<file path="src/rtl/sequence_counter_if.sv">
// Sequence counter bus: controller requests (CLR/INR) and timing outputs (T/SC_VAL).
// OVF is carried only when SC_OVF_EN is defined.
interface sequence_counter_if #(
  parameter int N_STATES = 16
);
  localparam int CNT_W = $clog2(N_STATES);

  logic                 CLR;
  logic                 INR;
  logic [N_STATES-1:0]  T;
  logic [CNT_W-1:0]     SC_VAL;
`ifdef SC_OVF_EN
  logic                 OVF;

  modport master (output CLR, INR, input T, SC_VAL, OVF);
  modport slave  (input CLR, INR, output T, SC_VAL, OVF);
`else
  modport master (output CLR, INR, input T, SC_VAL);
  modport slave  (input CLR, INR, output T, SC_VAL);
`endif
endinterface

</file>
<file path="src/rtl/sequence_counter.sv">
// BC_I sequence counter: binary step count with one-hot timing decode T.
// Optional sticky wrap flag OVF is built when SC_OVF_EN is defined.
module sequence_counter #(
  parameter int N_STATES = 16
) (
  input  logic              clk,
  input  logic              rst_n,
  sequence_counter_if.slave sc
);
  localparam int               CNT_W = $clog2(N_STATES);
  localparam logic [CNT_W-1:0] LAST  = CNT_W'(N_STATES - 1);

  logic [CNT_W-1:0] cnt_q, cnt_d;
  logic             wrap;

  // Out-of-range counts (only reachable by forcing) also return to 0 on INR.
  always_comb begin
    cnt_d = cnt_q;
    wrap  = 1'b0;
    if (sc.CLR) begin
      cnt_d = '0;
    end else if (sc.INR) begin
      if (cnt_q >= LAST) begin
        cnt_d = '0;
        wrap  = (cnt_q == LAST);
      end else begin
        cnt_d = cnt_q + CNT_W'(1);
      end
    end
  end

  always_ff @(posedge clk or negedge rst_n) begin
    if (!rst_n) cnt_q <= '0;
    else        cnt_q <= cnt_d;
  end

  always_comb begin
    sc.T = '0;
    for (int k = 0; k < N_STATES; k++) begin
      if (cnt_q == CNT_W'(k)) sc.T[k] = 1'b1;
    end
  end

  assign sc.SC_VAL = cnt_q;

`ifdef SC_OVF_EN
  logic ovf_q;

  always_ff @(posedge clk or negedge rst_n) begin
    if (!rst_n)      ovf_q <= 1'b0;
    else if (sc.CLR) ovf_q <= 1'b0;
    else if (wrap)   ovf_q <= 1'b1;
  end

  assign sc.OVF = ovf_q;
`else
  logic unused_wrap;
  assign unused_wrap = wrap;
`endif
endmodule

</file>
<file path="src/flat_wrapper.sv">
// flat-port wrapper written by rule: the top's interface ports become plain ports
module sequence_counter_flat 
#(
  parameter int N_STATES = 16
)
  (clk, rst_n, sc_CLR, sc_INR, sc_T, sc_SC_VAL);
  sequence_counter_if #(.N_STATES(N_STATES)) sc_i ();
  input  logic clk;
  input  logic rst_n;
  input wire logic [$bits(sc_i.CLR)-1:0] sc_CLR;
  input wire logic [$bits(sc_i.INR)-1:0] sc_INR;
  output wire logic [$bits(sc_i.T)-1:0] sc_T;
  output wire logic [$bits(sc_i.SC_VAL)-1:0] sc_SC_VAL;
  assign sc_i.CLR = sc_CLR;
  assign sc_i.INR = sc_INR;
  assign sc_T = sc_i.T;
  assign sc_SC_VAL = sc_i.SC_VAL;
  sequence_counter #(.N_STATES(N_STATES)) u_core (.clk(clk), .rst_n(rst_n), .sc(sc_i));
endmodule
</file>
<file path="config.mk">
export PLATFORM = sky130hd
export DESIGN_NAME = sequence_counter_flat
export DESIGN_NICKNAME = d
export VERILOG_FILES = /design/src/rtl/sequence_counter_if.sv /design/src/rtl/sequence_counter.sv /design/src/flat_wrapper.sv
export SDC_FILE = /design/constraint.sdc
export NUM_CORES = 1
export LEC_CHECK = 0
export BUFFER_PORTS_ARGS = -buffer_cell sky130_fd_sc_hd__buf_2
export CORE_AREA = 2 2 39 41
export DETAILED_ROUTE_END_ITERATION = 8
export DIE_AREA = 0 0 41 43
export SKIP_CTS_REPAIR_TIMING = 1
export SLEW_MARGIN = 40
export SYNTH_ARGS = -nofsm -noshare
export SYNTH_HDL_FRONTEND = slang
export SYNTH_SLANG_ARGS = --single-unit
export TNS_END_PERCENT = 30
</file>
<file path="constraint.sdc">
create_clock -name clk -period 1.21 [get_ports clk]
set_input_delay 0.1815 -clock clk [delete_from_list [all_inputs] [get_ports clk]]
set_output_delay 0.1815 -clock clk [all_outputs]
set_load 0.02 [all_outputs]
</file>
==> impl_metrics.csv <==
group,metric,value,unit
logic_synthesis,avgSynthCellArea,8.55,sq um
timing,finalCritPeriodShare,119,%
finish,layout_common_cells,"buf_4 (16), and2_1 (9), buf_2 (8)",
placement,port_buffers,23,
outcome,violations,"setup timing",
timing,setup_viol,19,
pwr,clkPwrFrac,40.8,%
hold_path,hold_path_depth,2,
clock_network,clkSinkCount,4,
clock_network,tritoncts,"built",
clock_network,cts_buffer_depth,2,
hold_path,hold_class,"primary input to register",
placement,gp_congestion,0.645,
detailed_routing,routed_wl,1030,um
grt,grt_pass1_vias,348,
timing,hold_viol_final,0,
logic_synthesis,syn_nets,51,
clock_network,numCtsBuffers,3,
die,start_util,26.6,%
timing,final_max_slew_viol_count,0,
pwr,p_leak,0.361,nW
timing,setup_ws,-0.228,ns
pwr,pwr-share-seq,33.3,%
die,die_w,41,um
detailed_routing,drc,0,
placement,dp_hpwl,746,um
critical_path,reg2regPathDepth,5,
outcome,status,"finished with violations",
grt,antenna_found_initial,0,
logic_synthesis,synth_area_leaders,"dfrtp_1 (27%), and2_1 (17%), ha_1 (14%), and3_1 (5.1%), and3_4 (3.1%)",
logic_synthesis,ys_ff_latch,4,
timing,fmax,696,MHz
grt,grt-ovfl-total,0,
die,num_rows,14,
die,die-area,1760,sq um
pwr,comb_power_share,26.0,%
detailed_routing,wire_per_inst,10.9,um
critical_path,critical_path_required,1.03,ns
finish,num-fill-cells,150,
logic_synthesis,syn_inst,43,
placement,place_inst,86,
timing,fin_worst_skew,0.00607,ns
grt,grt_first_pass_wirelength,1400,um
finish,drive_above_1_share,64.1,%
clock_network,insertion_delay,0.24,ns
die,core,1380,sq um
finish,largest_reg_flops,4,
logic_synthesis,ys_seq_area_share,27.2,%
pwr,power.switching,0.130,mW
finish,antenna-diode-count,0,
pwr,netSwitchingFraction,29.0,%
logic_synthesis,synth_area,368,sq um
placement,post-place-ws,-0.0666,ns
flow_run,max_cap_violations,0,
detailed_routing,dr.pass1.iters,4,
clock_network,cts-root-buf,"clkbuf_4",
pwr,internal-power,0.319,mW
grt,grt_max_degree,9,
pwr,max-vdd-ir-drop,392,uV
pwr,power_density,648,nW/um^2
logic_synthesis,synth_top_area_share,27.2,%
clock_network,clk_pin_slew_worst_paths,0.04,ns
timing,layout_min_cycle_time,1.44,ns
detailed_routing,drt.antenna.violating_nets,0,
finish,layout_commonest_cell,"buf_4",
detailed_routing,vias,435,
critical_path,r2r_slack,-0.21,ns
detailed_routing,routed_via_density,4.63,
timing,worst_pin_slew,0.168,ns
finish,fin_area,694,sq um
timing,rsz0062_at_grt,"true",
logic_synthesis,yosys.cell_types.count,21,
clock_network,h-tree-depth,1,
finish,final_cells,94,
critical_path,path_max_fanout,4,
finish,area_delta_synth_final,88.8,%
critical_path,worstSetupStartpointType,"register",
logic_synthesis,yosys.area.top_type,"dfrtp_1",
critical_path,end_kind,"output port",
detailed_routing,drt_iter0_markers,1,
finish,nets,87,
die,die_h,43,um
grt,track_usage,11.7,%
critical_path,worstPathArrival,1.26,ns
placement,placedInstanceArea,556,sq um
timing,slew_headroom,88.7,%
critical_path,worstSetupPathType,"register to output port",
die,io_pins,24,
logic_synthesis,yosys_warnings,0,
-- Yosys cell counts --
cell type and count:
ha_1 4, nor3b_1 1, and3_4 1, and2_1 10, and2b_1 1, nor2_1 3
xor2_1 1, a21oi_1 2, nand4_1 1, mux2i_1 1, a21oi_2 1, and3_1 3
nand2_1 2, and3b_1 1, inv_1 2, nor2b_1 1, or3b_1 1, o21ai_0 1
buf_2 1, nand2b_1 1, dfrtp_1 4
-- metal layers --
layer  GRT usage [%]  vias up  wire length [um]
li1                -      212                 -
met5               0        -                 0
met4            8.00        0                 8
met2            18.1       22               547
met1            14.1      199               394
met3            1.57        2                76
-- layout make-up --
class,instances,area (sq um),area share (%)
tap,16,20.0,2.88
inverter,2,7.51,1.08
clock buffer,4,26.3,3.78
multi-input combinational,36,287,41.3
timing repair buffer,32,249,35.9
sequential,4,105,15.1
-- critical path: stages, from the launching register on --
cell and delay (ns):
dfrtp_2 0.44, ha_4 0.18, buf_6 0.11, nor3b_2 0.14
buf_4 0.15
-- logic make-up (layout without fill, tap and decap cells) --
group / Yosys count / after routing / synth area share, %
compound gates: 4 / 4 / 6.46
xor+xnor: 1 / 1 / 2.38
fa+ha+maj: 4 / 4 / 13.6
buf+inv: 3 / 38 / 3.40
flops: 4 / 4 / 27.2
mux: 1 / 1 / 2.72
simple gates: 26 / 26 / 44.2
-- metrics by stage --
stage	utilization (%)	power (mW)	setup TNS (ns)	hold slack [ns]
finish	50.2	0.450	-3.27	0.138
global route	50.2	0.482	-4.34	0.130
CTS	42.0	0.442	-3.74	-0.269
detailed placement	40.1	0.251	-0.0907	-0.0112
global placement	40.1	0.250	-0.0668	-0.00868
floorplan	-	0.207	-0.337	-0.114
-- power by group through the flow --
stage	registers, mW	logic, mW	clock network (mW)
6_report	0.150	0.117	0.183
5_1_grt	0.151	0.129	0.202
4_1_cts	0.149	0.101	0.192
3_5_place_dp	0.151	0.100	0
3_3_place_gp	0.150	0.101	0
2_1_floorplan	0.159	0.0484	0
-- path summary, 6_finish.rpt --
kind,start,to
worst max-delay path,u_core.sc.SC_VAL[0],sc_T[3]
worst min-delay path,sc_CLR,u_core.sc.SC_VAL[0]
worst max register to register,u_core.sc.SC_VAL[0],u_core.sc.SC_VAL[0]
worst min register to register,u_core.sc.SC_VAL[1],u_core.sc.SC_VAL[1]
max in group asynchronous,rst_n,u_core.sc.SC_VAL[3]
min in group asynchronous,rst_n,u_core.sc.SC_VAL[0]
(Power assumes the default switching activity.)
